--- config.mk ---
export PLATFORM = sky130hd
export DESIGN_NAME = sram_port_arbiter_flat
export DESIGN_NICKNAME = d
export VERILOG_FILES = /design/src/rtl/sram_port_arbiter_if.sv /design/src/rtl/sram_port_arbiter.sv /design/src/flat_wrapper.sv
export SDC_FILE = /design/constraint.sdc
export NUM_CORES = 1
export LEC_CHECK = 0
export ABC_CLOCK_PERIOD_IN_PS = 2500
export CORE_ASPECT_RATIO = 1.1
export CORE_MARGIN = 2
export CORE_UTILIZATION = 44
export DETAILED_ROUTE_END_ITERATION = 16
export PLACE_DENSITY = 0.89
export SYNTH_ARGS = -nofsm -noshare
export SYNTH_HDL_FRONTEND = slang
export SYNTH_SLANG_ARGS = --single-unit
--- constraint.sdc ---
create_clock -name clk -period 2.5 [get_ports clk]
set_clock_uncertainty 0.05 [all_clocks]
set_input_delay 0.5 -clock clk [delete_from_list [all_inputs] [get_ports clk]]
set_output_delay 0.5 -clock clk [all_outputs]
set_load 0.01 [all_outputs]
--- src/rtl/sram_port_arbiter_if.sv ---
// ---------------------------------------------------------------------------
// sram_port_arbiter_if
//   Bundles the three buses that meet at the SRAM port arbiter:
//     - fetch port  : if_req, if_addr, if_rdata, if_ready
//     - data port   : mem_rd_en, mem_wr_en, mem_addr, mem_wdata,
//                     mem_rdata, mem_ready
//     - SRAM port   : sram_addr, sram_wdata, sram_we, sram_oe, sram_rdata
//
//   Handshake: a requester raises its request (if_req, or mem_rd_en /
//   mem_wr_en) together with address/data and must hold all of them stable
//   until it sees the one-cycle ready pulse for its port; the request is
//   dropped on the cycle after that pulse. rdata is valid only while the
//   matching ready is high. A fetch whose address changes before completion
//   is treated as redirected and gets no ready pulse.
//
//   Modports:
//     slave  - the arbiter (takes requests, drives the SRAM)
//     master - the pipeline/SRAM side (used by the bench)
// ---------------------------------------------------------------------------
interface sram_port_arbiter_if #(
    parameter int ADDR_WIDTH = 32,
    parameter int DATA_WIDTH = 32
);
    logic                  if_req;
    logic [ADDR_WIDTH-1:0] if_addr;
    logic [DATA_WIDTH-1:0] if_rdata;
    logic                  if_ready;

    logic                  mem_rd_en;
    logic                  mem_wr_en;
    logic [ADDR_WIDTH-1:0] mem_addr;
    logic [DATA_WIDTH-1:0] mem_wdata;
    logic [DATA_WIDTH-1:0] mem_rdata;
    logic                  mem_ready;

    logic [ADDR_WIDTH-1:0] sram_addr;
    logic [DATA_WIDTH-1:0] sram_wdata;
    logic                  sram_we;
    logic                  sram_oe;
    logic [DATA_WIDTH-1:0] sram_rdata;

    modport slave (
        input  if_req, if_addr,
        output if_rdata, if_ready,
        input  mem_rd_en, mem_wr_en, mem_addr, mem_wdata,
        output mem_rdata, mem_ready,
        output sram_addr, sram_wdata, sram_we, sram_oe,
        input  sram_rdata
    );

    modport master (
        output if_req, if_addr,
        input  if_rdata, if_ready,
        output mem_rd_en, mem_wr_en, mem_addr, mem_wdata,
        input  mem_rdata, mem_ready,
        input  sram_addr, sram_wdata, sram_we, sram_oe,
        output sram_rdata
    );
endinterface

--- src/rtl/sram_port_arbiter.sv ---
// ---------------------------------------------------------------------------
// sram_port_arbiter
//   Shares one single-port SRAM between the fetch stage and the data-memory
//   stage. Each access runs IDLE -> ACCESS (WAIT_CYCLES cycles) -> DONE,
//   and the requester receives a one-cycle ready pulse in DONE, i.e.
//   WAIT_CYCLES+1 cycles after the request is accepted. The data port has
//   fixed priority (it belongs to the older instruction).
//
// Ports:
//   clk, rst      clock, synchronous active-high reset
//   bus           sram_port_arbiter_if.slave (fetch, data and SRAM buses)
//   freeze_if     stall for fetch stage / PC (combinational)
//   freeze_pipe   stall for whole pipeline (combinational)
//   dbgState      current FSM state (0 IDLE, 1 ACCESS, 2 DONE)
//   if_stall_cycles / mem_stall_cycles
//                 saturating stall-cycle counters, present only when
//                 SRAM_ARB_STALL_CNT_EN is defined
//
// WAIT_CYCLES must be 1..15 (the wait counter is 4 bits).
// ---------------------------------------------------------------------------
module sram_port_arbiter #(
    parameter int ADDR_WIDTH  = 32,
    parameter int DATA_WIDTH  = 32,
    parameter int WAIT_CYCLES = 5
) (
    input  logic        clk,
    input  logic        rst,
    sram_port_arbiter_if.slave bus,
    output logic        freeze_if,
    output logic        freeze_pipe,
    output logic [1:0]  dbgState
`ifdef SRAM_ARB_STALL_CNT_EN
    ,
    output logic [31:0] if_stall_cycles,
    output logic [31:0] mem_stall_cycles
`endif
);

    typedef enum logic [1:0] {
        IDLE   = 2'd0,
        ACCESS = 2'd1,
        DONE   = 2'd2
    } state_t;

    localparam logic [3:0] LAST_CNT = 4'(WAIT_CYCLES - 1);

    state_t                state;
    logic   [3:0]          cnt;
    logic                  grantMem;   // 1 = data port, 0 = fetch port
    logic [ADDR_WIDTH-1:0] latAddr;
    logic [DATA_WIDTH-1:0] latWdata;
    logic                  latWrite;
    logic                  memReq;

    assign memReq = bus.mem_rd_en | bus.mem_wr_en;

    // The latched registers are the SRAM address/data outputs directly, so
    // they are registered and stay stable for the whole access.
    assign bus.sram_addr  = latAddr;
    assign bus.sram_wdata = latWdata;

    assign freeze_pipe = memReq & ~bus.mem_ready;
    assign freeze_if   = (bus.if_req & ~bus.if_ready) | freeze_pipe;
    assign dbgState    = state;

    always_ff @(posedge clk) begin
        if (rst) begin
            state         <= IDLE;
            cnt           <= '0;
            grantMem      <= 1'b0;
            latAddr       <= '0;
            latWdata      <= '0;
            latWrite      <= 1'b0;
            bus.sram_we   <= 1'b0;
            bus.sram_oe   <= 1'b0;
            bus.if_ready  <= 1'b0;
            bus.mem_ready <= 1'b0;
            bus.if_rdata  <= '0;
            bus.mem_rdata <= '0;
        end else begin
            case (state)
                IDLE: begin
                    bus.if_ready  <= 1'b0;
                    bus.mem_ready <= 1'b0;
                    if (memReq || bus.if_req) begin
                        // Both enables high counts as a write.
                        grantMem    <= memReq;
                        latAddr     <= memReq ? bus.mem_addr : bus.if_addr;
                        latWdata    <= bus.mem_wdata;
                        latWrite    <= memReq & bus.mem_wr_en;
                        bus.sram_we <= memReq & bus.mem_wr_en;
                        bus.sram_oe <= ~(memReq & bus.mem_wr_en);
                        cnt         <= '0;
                        state       <= ACCESS;
                    end
                end

                ACCESS: begin
                    cnt <= cnt + 4'd1;
                    if (cnt == LAST_CNT) begin
                        bus.sram_we <= 1'b0;
                        bus.sram_oe <= 1'b0;
                        if (!latWrite) begin
                            if (grantMem) bus.mem_rdata <= bus.sram_rdata;
                            else          bus.if_rdata  <= bus.sram_rdata;
                        end
                        bus.mem_ready <= grantMem;
                        // A fetch whose address moved on was redirected;
                        // its data is dropped without a ready pulse.
                        bus.if_ready  <= ~grantMem & bus.if_req &
                                         (bus.if_addr == latAddr);
                        state         <= DONE;
                    end
                end

                DONE: begin
                    bus.if_ready  <= 1'b0;
                    bus.mem_ready <= 1'b0;
                    state         <= IDLE;
                end

                default: state <= IDLE;
            endcase
        end
    end

`ifdef SRAM_ARB_STALL_CNT_EN
    always_ff @(posedge clk) begin
        if (rst) begin
            if_stall_cycles  <= '0;
            mem_stall_cycles <= '0;
        end else begin
            if (freeze_if && (if_stall_cycles != 32'hFFFF_FFFF))
                if_stall_cycles <= if_stall_cycles + 32'd1;
            if (freeze_pipe && (mem_stall_cycles != 32'hFFFF_FFFF))
                mem_stall_cycles <= mem_stall_cycles + 32'd1;
        end
    end
`endif

endmodule

--- src/flat_wrapper.sv ---
// flat-port wrapper written by rule: the top's interface ports become plain ports
module sram_port_arbiter_flat 
#(
    parameter int ADDR_WIDTH  = 32,
    parameter int DATA_WIDTH  = 32,
    parameter int WAIT_CYCLES = 5
)
  (clk, rst, freeze_if, freeze_pipe, dbgState, bus_if_req, bus_if_addr, bus_if_rdata, bus_if_ready, bus_mem_rd_en, bus_mem_wr_en, bus_mem_addr, bus_mem_wdata, bus_mem_rdata, bus_mem_ready, bus_sram_addr, bus_sram_wdata, bus_sram_we, bus_sram_oe, bus_sram_rdata);
  sram_port_arbiter_if #(.ADDR_WIDTH(ADDR_WIDTH), .DATA_WIDTH(DATA_WIDTH)) bus_i ();
  input  logic clk;
  input  logic rst;
  output logic freeze_if;
  output logic freeze_pipe;
  output logic [1:0] dbgState;
  input wire logic [$bits(bus_i.if_req)-1:0] bus_if_req;
  input wire logic [$bits(bus_i.if_addr)-1:0] bus_if_addr;
  output wire logic [$bits(bus_i.if_rdata)-1:0] bus_if_rdata;
  output wire logic [$bits(bus_i.if_ready)-1:0] bus_if_ready;
  input wire logic [$bits(bus_i.mem_rd_en)-1:0] bus_mem_rd_en;
  input wire logic [$bits(bus_i.mem_wr_en)-1:0] bus_mem_wr_en;
  input wire logic [$bits(bus_i.mem_addr)-1:0] bus_mem_addr;
  input wire logic [$bits(bus_i.mem_wdata)-1:0] bus_mem_wdata;
  output wire logic [$bits(bus_i.mem_rdata)-1:0] bus_mem_rdata;
  output wire logic [$bits(bus_i.mem_ready)-1:0] bus_mem_ready;
  output wire logic [$bits(bus_i.sram_addr)-1:0] bus_sram_addr;
  output wire logic [$bits(bus_i.sram_wdata)-1:0] bus_sram_wdata;
  output wire logic [$bits(bus_i.sram_we)-1:0] bus_sram_we;
  output wire logic [$bits(bus_i.sram_oe)-1:0] bus_sram_oe;
  input wire logic [$bits(bus_i.sram_rdata)-1:0] bus_sram_rdata;
  assign bus_i.if_req = bus_if_req;
  assign bus_i.if_addr = bus_if_addr;
  assign bus_if_rdata = bus_i.if_rdata;
  assign bus_if_ready = bus_i.if_ready;
  assign bus_i.mem_rd_en = bus_mem_rd_en;
  assign bus_i.mem_wr_en = bus_mem_wr_en;
  assign bus_i.mem_addr = bus_mem_addr;
  assign bus_i.mem_wdata = bus_mem_wdata;
  assign bus_mem_rdata = bus_i.mem_rdata;
  assign bus_mem_ready = bus_i.mem_ready;
  assign bus_sram_addr = bus_i.sram_addr;
  assign bus_sram_wdata = bus_i.sram_wdata;
  assign bus_sram_we = bus_i.sram_we;
  assign bus_sram_oe = bus_i.sram_oe;
  assign bus_i.sram_rdata = bus_sram_rdata;
  sram_port_arbiter #(.ADDR_WIDTH(ADDR_WIDTH), .DATA_WIDTH(DATA_WIDTH), .WAIT_CYCLES(WAIT_CYCLES)) u_core (.clk(clk), .rst(rst), .bus(bus_i), .freeze_if(freeze_if), .freeze_pipe(freeze_pipe), .dbgState(dbgState));
endmodule
**After elaboration in Yosys (flattened, before gate mapping)**

Index checks and enable logic that the tools add are counted.

- Muxes and demuxes: 15
- Add/sub/neg operators: 1
- Reductions and logical operators: 12
- Bitwise logic cells: 12
- Equality and inequality tests: 6

Operators by type and width:

| cell | count |
|---|---|
| 32-bit equality test | 1 |
| 32-bit 2-to-1 mux | 1 |
| 1-bit case mux with 2 select lines | 4 |
| 4-bit case mux with 2 select lines | 1 |
| 2-bit AND reduction | 4 |
| 4-bit AND reduction | 2 |
| 1-bit AND | 5 |
| 1-bit 2-to-1 mux | 5 |
| 1-bit inverter | 5 |
| 4-bit by 1-bit adder with 4-bit output, second input constant | 1 |
| 4-bit by 3-bit equality test with 1-bit output, second input constant | 1 |
| 2-bit 2-to-1 mux | 2 |
| 4-bit 2-to-1 mux | 1 |
| 2-bit by 1-bit != test with 1-bit output, second input constant | 2 |
| 2-bit case mux with 2 select lines | 1 |
| 2-bit nonzero test | 2 |
| 3-bit AND reduction | 1 |
| 2-bit by 1-bit equality test with 1-bit output, second input constant | 1 |
| 2-bit equality test, second input constant | 1 |
| 2-bit logical NOT | 1 |
| 1-bit bitwise OR | 2 |
| 2-bit OR reduction | 1 |
| 1-bit logical OR | 1 |

- Bits in registers: 140
- Output and inout port bits: 136

**Depth between registers and ports, before layout**

Gate-level depths: netlist of run 1.

- Word-level depth: 5
- Depth in mapped cells: 9

**Worst setup path before layout of run 1**

No wires, ideal clock.

- Path kind: input -> output
- From: in bus_mem_wr_en
- To: out freeze_if
- Path slack: 0.757 ns
- Data arrival time: 1.193 ns
- Stages: 3
- Cells stage by stage: nor2_2 clkbuf_1 o22ai_1

- Cells in the longest elaborated chain, start to end: 3

RTL lines:

| item | RTL line | RTL |
|---|---|---|
| start, declared | flat_wrapper.sv:20 | `input wire logic [$bits(bus_i.mem_wr_en)-1:0] bus_mem_wr_en;` |
| 1-bit bitwise OR | sram_port_arbiter.sv:55 | `assign memReq = bus.mem_rd_en \| bus.mem_wr_en;` |
| 1-bit AND | sram_port_arbiter.sv:62 | `assign freeze_pipe = memReq & ~bus.mem_ready;` |
| 1-bit bitwise OR | sram_port_arbiter.sv:63 | `assign freeze_if = (bus.if_req & ~bus.if_ready) \| freeze_pipe;` |
| end, declared | flat_wrapper.sv:12 | `output logic freeze_if;` |

No other way between the ends.

**Worst setup path in the final report of run 1**

Ends and elaborated chain as after synthesis.

==> out/qor.txt, run 1 <==
outcome: completed
Finished Core Util: 72.0%
layout cells sized above 1: 5.96%
multiplexer area fraction after synthesis: 0%
Top Ports: 269
1st-pass router iterations: 5
Post-CTS Resized: 0
Simple-Gate Fraction of Synth Area: 24.4%
DRT Wirelength: 17.6 mm
main combinational cell family by area after synthesis: simple AND/OR/NAND/NOR gates
Slew Viols, Final: 0
hold depth: 2
ant diodes: 0
CP max FO: 4
Synthesis Warnings: 0
Max-slew headroom: 55.3%
CP Class: primary input to output pin
r2r worst-path depth: 8
antenna violation net count after detailed routing: 0
CP top delay family: buffers and inverters
CP most frequent cell: clkdlybuf4s50_1
Die Y-Extent: 122 µm
CTS tree: built
Bufs and invs on worst path: 2
max_cap viols: 0
fin crit share: 96.2%
Total Nets Final: 1095
Die ar.: 0.0136 mm²
Post-Synth XOR/XNOR Area: 5.19%
complex-gate fraction of the synthesized area: 15.1%
hold path start: u_core.bus.sram_wdata[8]$_SDFFE_PP0P_
Core ar.: 0.0125 mm²
DRT iter0 DRCs: 415
clock slew at reported path FFs: 60 ps
DIE WIDTH: 111 µm
htree depth: 4
Post-Syn Nets: 842
fillers: 927
I/O Buffers: 268
synthesized flop and latch total: 140
vias post-DR: 5779
gpl congestion: 0.846
worst hold-check path type: flip-flop to flip-flop
WHS Endpoint: u_core.bus.sram_wdata[8]$_SDFFE_PP0P_
num rows: 43
drt wl/cell: 15.5 µm
total chip power: 5.88 mW
DP HPWL: 12.4 mm
Worst Setup Start Kind: primary input
leakage power: 3.24 nW
vias in the first global route: 5613
PnR worst setup slack: 93.8 ps
FF-to-FF Start: u_core.cnt[0]$_SDFFE_PP0P_
count of cell types in the netlist: 33
total track usage: 25.3%
Mapped Area: 0.00557 mm²
adder-cell share of the synthesized area: 0.450%
Clk Latency, worst-skew pair: 410 ps
fin crit period: 2410 ps
via density per instance: 5.11
Hold Fails Final Rpt: 0
drt drc: 0
initial antenna violation count: 0
clk sinks: 140
dpl cell area: 0.00839 mm²
Async SR Flop Fraction: 0%
Non-Filler Instances: 1130
Setup violations, final: 0
CP arrival: 1860 ps
Synth Area per Inst: 7.87 µm²
largest net degree at the start of global routing: 61
critical path's slowest cell: clkdlybuf4s50_1
Crit Reg-Reg Endpoint: u_core.bus.mem_rdata[23]$_SDFFE_PP0P_
Worst VDD drop: 0.462 mV
starting density of the core: 44.6%
Post CTS Setup Buffer Count: 0
Largest stage delay, worst path: 570 ps
crit-path cells: clkdlybuf4s50_1 -> nor2_2 -> o22ai_1 -> clkdlybuf4s50_1
Primary FF master, synth: dfxtp_1
clock buffer depth: 2
first-pass GRT wire length: 27.7 mm
Num CTS Buffers: 17
final instance area: 0.00899 mm²
global route overflow: 0
Worst-Margin Slew: 670 ps
required time worst endpoint: 1950 ps
worst reg-to-reg setup slack: 700 ps
sequential area share after synthesis: 50.4%
Inst Count DP: 1098
Worst setup EP type: output pin
fmax: 416 MHz
Fin Setup TNS: 0 ps
Clock Tree Root: clkbuf_16
Pwr per Cell Area: 654 mW/mm²
RSZ-0062 raised after global routing: false
Hold-fix buffers, CTS: 0
WHS: 403 ps
Post-synth EDFFs: 0
Setup WS pre-CTS: 22.6 ps
Mapped Cells: 707
area grow syn2layout: 61.6%
==> worst min-delay path: stages, from the launching register on <==
cell and delay, ps:
dfxtp_1 310, nand2_1 50, a21oi_1 50
==> how the worst max path moves through the flow <==
stage | startpoint | to | slack (ps) | cells after the start
6_report | bus_mem_wr_en | freeze_if | 90 | 4
5_1_grt | bus_mem_wr_en | freeze_if | 50 | 4
4_1_cts | bus_mem_wr_en | freeze_if | 100 | 4
3_5_place_dp | bus_mem_wr_en | u_core.bus.sram_addr[3]$_SDFFE_PP0P_ | 20 | 7
3_3_place_gp | bus_mem_wr_en | freeze_if | 120 | 4
2_1_floorplan | bus_mem_wr_en | freeze_if | 760 | 3
==> metal layers <==
metal,GRT usage [%],up-vias,routed length [µm]
met5,0,-,0
met1,29.0,2677,6730
li1,-,2848,-
met2,44.8,236,8900
met4,8.56,0,367
met3,8.31,18,1560
==> cells in the mapped netlist, drive strengths merged (2+ instances only) <==
master    n  share of area, %
nand2   267                18
dfxtp   140                50
a21oi   104               9.4
nor2     38               2.7
a311oi   32               5.0
clkbuf   32               2.2
xnor2    28               4.4
buf      19               2.1
nand4     9               1.0
nand3     5              0.45
nor3      5              0.74
xor2      5              0.79
inv       4              0.27
nor4      3              0.34
ha        2              0.45
nand2b    2              0.22
or2       2              0.22
==> cell type report <==
type                    instances  area [µm²]  area share (%)
clock buffers                  17         425            4.73
well taps                     157         196            2.18
flip-flops and latches        140        2800            31.2
clock inverters                15         178            1.98
repair buffers                285        2850            31.6
inverters                       4        15.0           0.167
multi-input cells             512        2530            28.1
==> layout by cell type, fill, tap and decap left out, types with 2 or more instances in the layout <==
cell             synthesis  routed
nor4_1                   3       3
dfxtp_1                140     140
buf_12                   0       3
xor2_1                   5       5
nand4_1                  9       9
inv_6                    0       5
ha_1                     2       2
nor2_1                  36      36
bufinv_16                0       2
nor3_1                   3       3
clkdlybuf4s50_1          0     267
nand2b_1                 2       2
nand3_1                  5       5
nand2_1                266     266
nor2_2                   2       2
inv_8                    0       3
clkbuf_16                0      17
a21oi_1                104     104
inv_1                    4       4
xnor2_1                 28      28
clkinvlp_4               0       3
buf_4                    9      15
clkinv_4                 0       2
a311oi_1                32      32
==> state kept, by name (all words and copies together) (netlist names) <==
name,cells
u_core.latWrite,1
u_core.bus.sram_we,1
u_core.bus.sram_oe,1
u_core.bus.sram_addr,32
u_core.cnt,4
u_core.dbgState,2
u_core.bus.mem_rdata,32
u_core.bus.sram_wdata,32
u_core.bus.if_rdata,32
u_core.grantMem,1
u_core.bus.if_ready,1
u_core.bus.mem_ready,1
==> report_power, final <==
part | switching (mW) | total [mW] | internal (mW)
combinational | 0.399 | 0.907 | 0.508
clock | 1.05 | 2.56 | 1.51
sequential | 0.0852 | 2.42 | 2.34
==> kinds of logic (layout without fill, tap and decap cells) <==
kind of cell / after synthesis / in the layout
XOR/XNOR: 33 / 33
AO/OA/AOI/OAI: 141 / 141
AND/OR/NAND/NOR: 336 / 336
flip-flops: 140 / 140
adder cells (fa/ha/maj): 2 / 2
buffers and inverters: 55 / 321
(Power assumes the default switching activity.)
==> run 2, diff against run 1 <==
--- a/config.mk
+++ b/config.mk
@@ -8,9 +8,10 @@
 export ABC_CLOCK_PERIOD_IN_PS = 2500
 export CORE_ASPECT_RATIO = 1.1
 export CORE_MARGIN = 2
-export CORE_UTILIZATION = 44
+export CORE_UTILIZATION = 32
 export DETAILED_ROUTE_END_ITERATION = 16
-export PLACE_DENSITY = 0.89
+export PLACE_DENSITY = 0.69
+export SETUP_SLACK_MARGIN = 0.15
 export SYNTH_ARGS = -nofsm -noshare
 export SYNTH_HDL_FRONTEND = slang
 export SYNTH_SLANG_ARGS = --single-unit
==> constraint.sdc (replaced) <==
create_clock -name clk -period 2.5 [get_ports clk]
set_clock_uncertainty 0.05 [all_clocks]
set_input_delay 0.5 -clock clk [delete_from_list [all_inputs] [get_ports clk]]
set_output_delay 0.5 -clock clk [all_outputs]
set_load 0.005 [all_outputs]
==> out/qor.txt, run 2 (synthesis gave the netlist of run 1 again) <==
Core ar.: 0.0170 mm²
DRT iter0 DRCs: 243
Clk Latency, worst-skew pair: 410 ps
Num CTS Buffers: 17
Die ar.: 0.0185 mm²
largest net degree at the start of global routing: 72
Finished Core Util: 53.5%
clk sinks: 140
DP HPWL: 13.1 mm
via density per instance: 4.73
Largest stage delay, worst path: 590 ps
Max-slew headroom: 61.3%
drt drc: 0
commonest non-fill, non-tap cell in the layout: nand2_1
drt wl/cell: 15.1 µm
global route overflow: 0
area grow syn2layout: 63.7%
CTS tree: built
Setup violations, final: 0
CP Class: flip-flop to output pin
Pwr per Cell Area: 645 mW/mm²
most frequent cells in the layout: 266 x nand2_1, 264 x clkdlybuf4s50_1, 140 x dfxtp_1
layout cells sized above 1: 5.66%
I/O Buffers: 268
fin crit share: 80.3%
Setup WS pre-CTS: 165 ps
vias post-DR: 5703
Register Area: 0.00280 mm²
first-pass GRT wire length: 28.2 mm
antenna violation net count after detailed routing: 0
fin crit period: 2010 ps
clock slew at reported path FFs: 60 ps
total track usage: 19.5%
CP top delay family: buffers and inverters
vias in the first global route: 5456
starting density of the core: 32.7%
clock buffer depth: 2
crit-path cells: clkdlybuf4s50_1
DIE WIDTH: 130 µm
Post-CTS Resized: 0
Total Nets Final: 1094
critical path's slowest cell: clkdlybuf4s50_1
Worst setup EP type: output pin
area occupied by multi-input gates: 0.00253 mm²
fmax: 498 MHz
Post CTS Setup Buffer Count: 0
total chip power: 5.88 mW
Bufs and invs on worst path: 1
max_cap viols: 0
fillers: 1673
outcome: completed
Worst VDD drop: 0.439 mV
Hold Fails Final Rpt: 0
Die Y-Extent: 142 µm
Worst Setup Start Kind: flip-flop
Clock Tree Root: clkbuf_16
CP arrival: 1460 ps
1st-pass router iterations: 4
Worst-Margin Slew: 574 ps
Slew Viols, Final: 0
initial antenna violation count: 0
Top Ports: 269
DRT Wirelength: 18.2 mm
Fin Setup TNS: 0 ps
CP max FO: 7
leakage power: 3.26 nW
htree depth: 4
Hold-fix buffers, CTS: 0
worst hold-check path type: flip-flop to flip-flop
num rows: 50
ant diodes: 0
RSZ-0062 raised after global routing: false
required time worst endpoint: 1950 ps
gpl congestion: 0.760
PnR worst setup slack: 493 ps
[run 2: path summary, 6_finish.rpt]
| check | end | cells after the start | slack (ps) | startpoint |
|---|---|---|---|---|
| min | u_core.bus.if_rdata[10]$_SDFFE_PP0P_ | 2 | 400 | u_core.bus.if_rdata[10]$_SDFFE_PP0P_ |
| max | dbgState[0] | 1 | 490 | u_core.dbgState[0]$_SDFFE_PP0P_ |
| max reg2reg | u_core.bus.mem_rdata[8]$_SDFFE_PP0P_ | 8 | 680 | u_core.cnt[0]$_SDFFE_PP0P_ |
| min reg2reg | u_core.bus.if_rdata[10]$_SDFFE_PP0P_ | 2 | 400 | u_core.bus.if_rdata[10]$_SDFFE_PP0P_ |
[run 2: worst register-to-register path, cell delays in order (launching register included)]
cell      delay, ps
dfxtp_1         330
inv_1            80
ha_1            160
nand3b_1        150
nor3_2          200
and2_1          150
buf_4           340
nand2_1         170
a21oi_1         140
[run 2: cell type report]
type | instances | area share [%]
sequential | 140 | 30.8
clock buffer | 20 | 4.90
clock inverter | 12 | 1.77
timing repair buffer | 284 | 31.4
inverter | 4 | 0.165
tap | 234 | 3.21
multi-input combinational | 512 | 27.8
[run 2: report_power, final]
part	total (mW)	switching (mW)	internal, mW	leakage, nW
clock	2.58	0.979	1.61	0.288
sequential	2.42	0.0842	2.34	1.14
combinational	0.873	0.367	0.506	1.83
total	5.88	1.43	4.45	3.26
[run 2: stage by stage]
stage	instances	instance area [µm²]	hold slack, ps
final	1206	9110	401
after global routing	1206	9110	415
after CTS	1206	9100	404
after detailed placement	1174	8490	395
after global placement	1174	8490	391
after floorplan	707	5570	403
[run 2: metal layers]
layer	up-vias	wire, µm	GRT usage (%)
li1	2848	-	-
met1	2600	7540	22.8
met2	231	8620	32.8
met3	24	1660	7.03
met4	0	416	7.02
met5	-	0	0
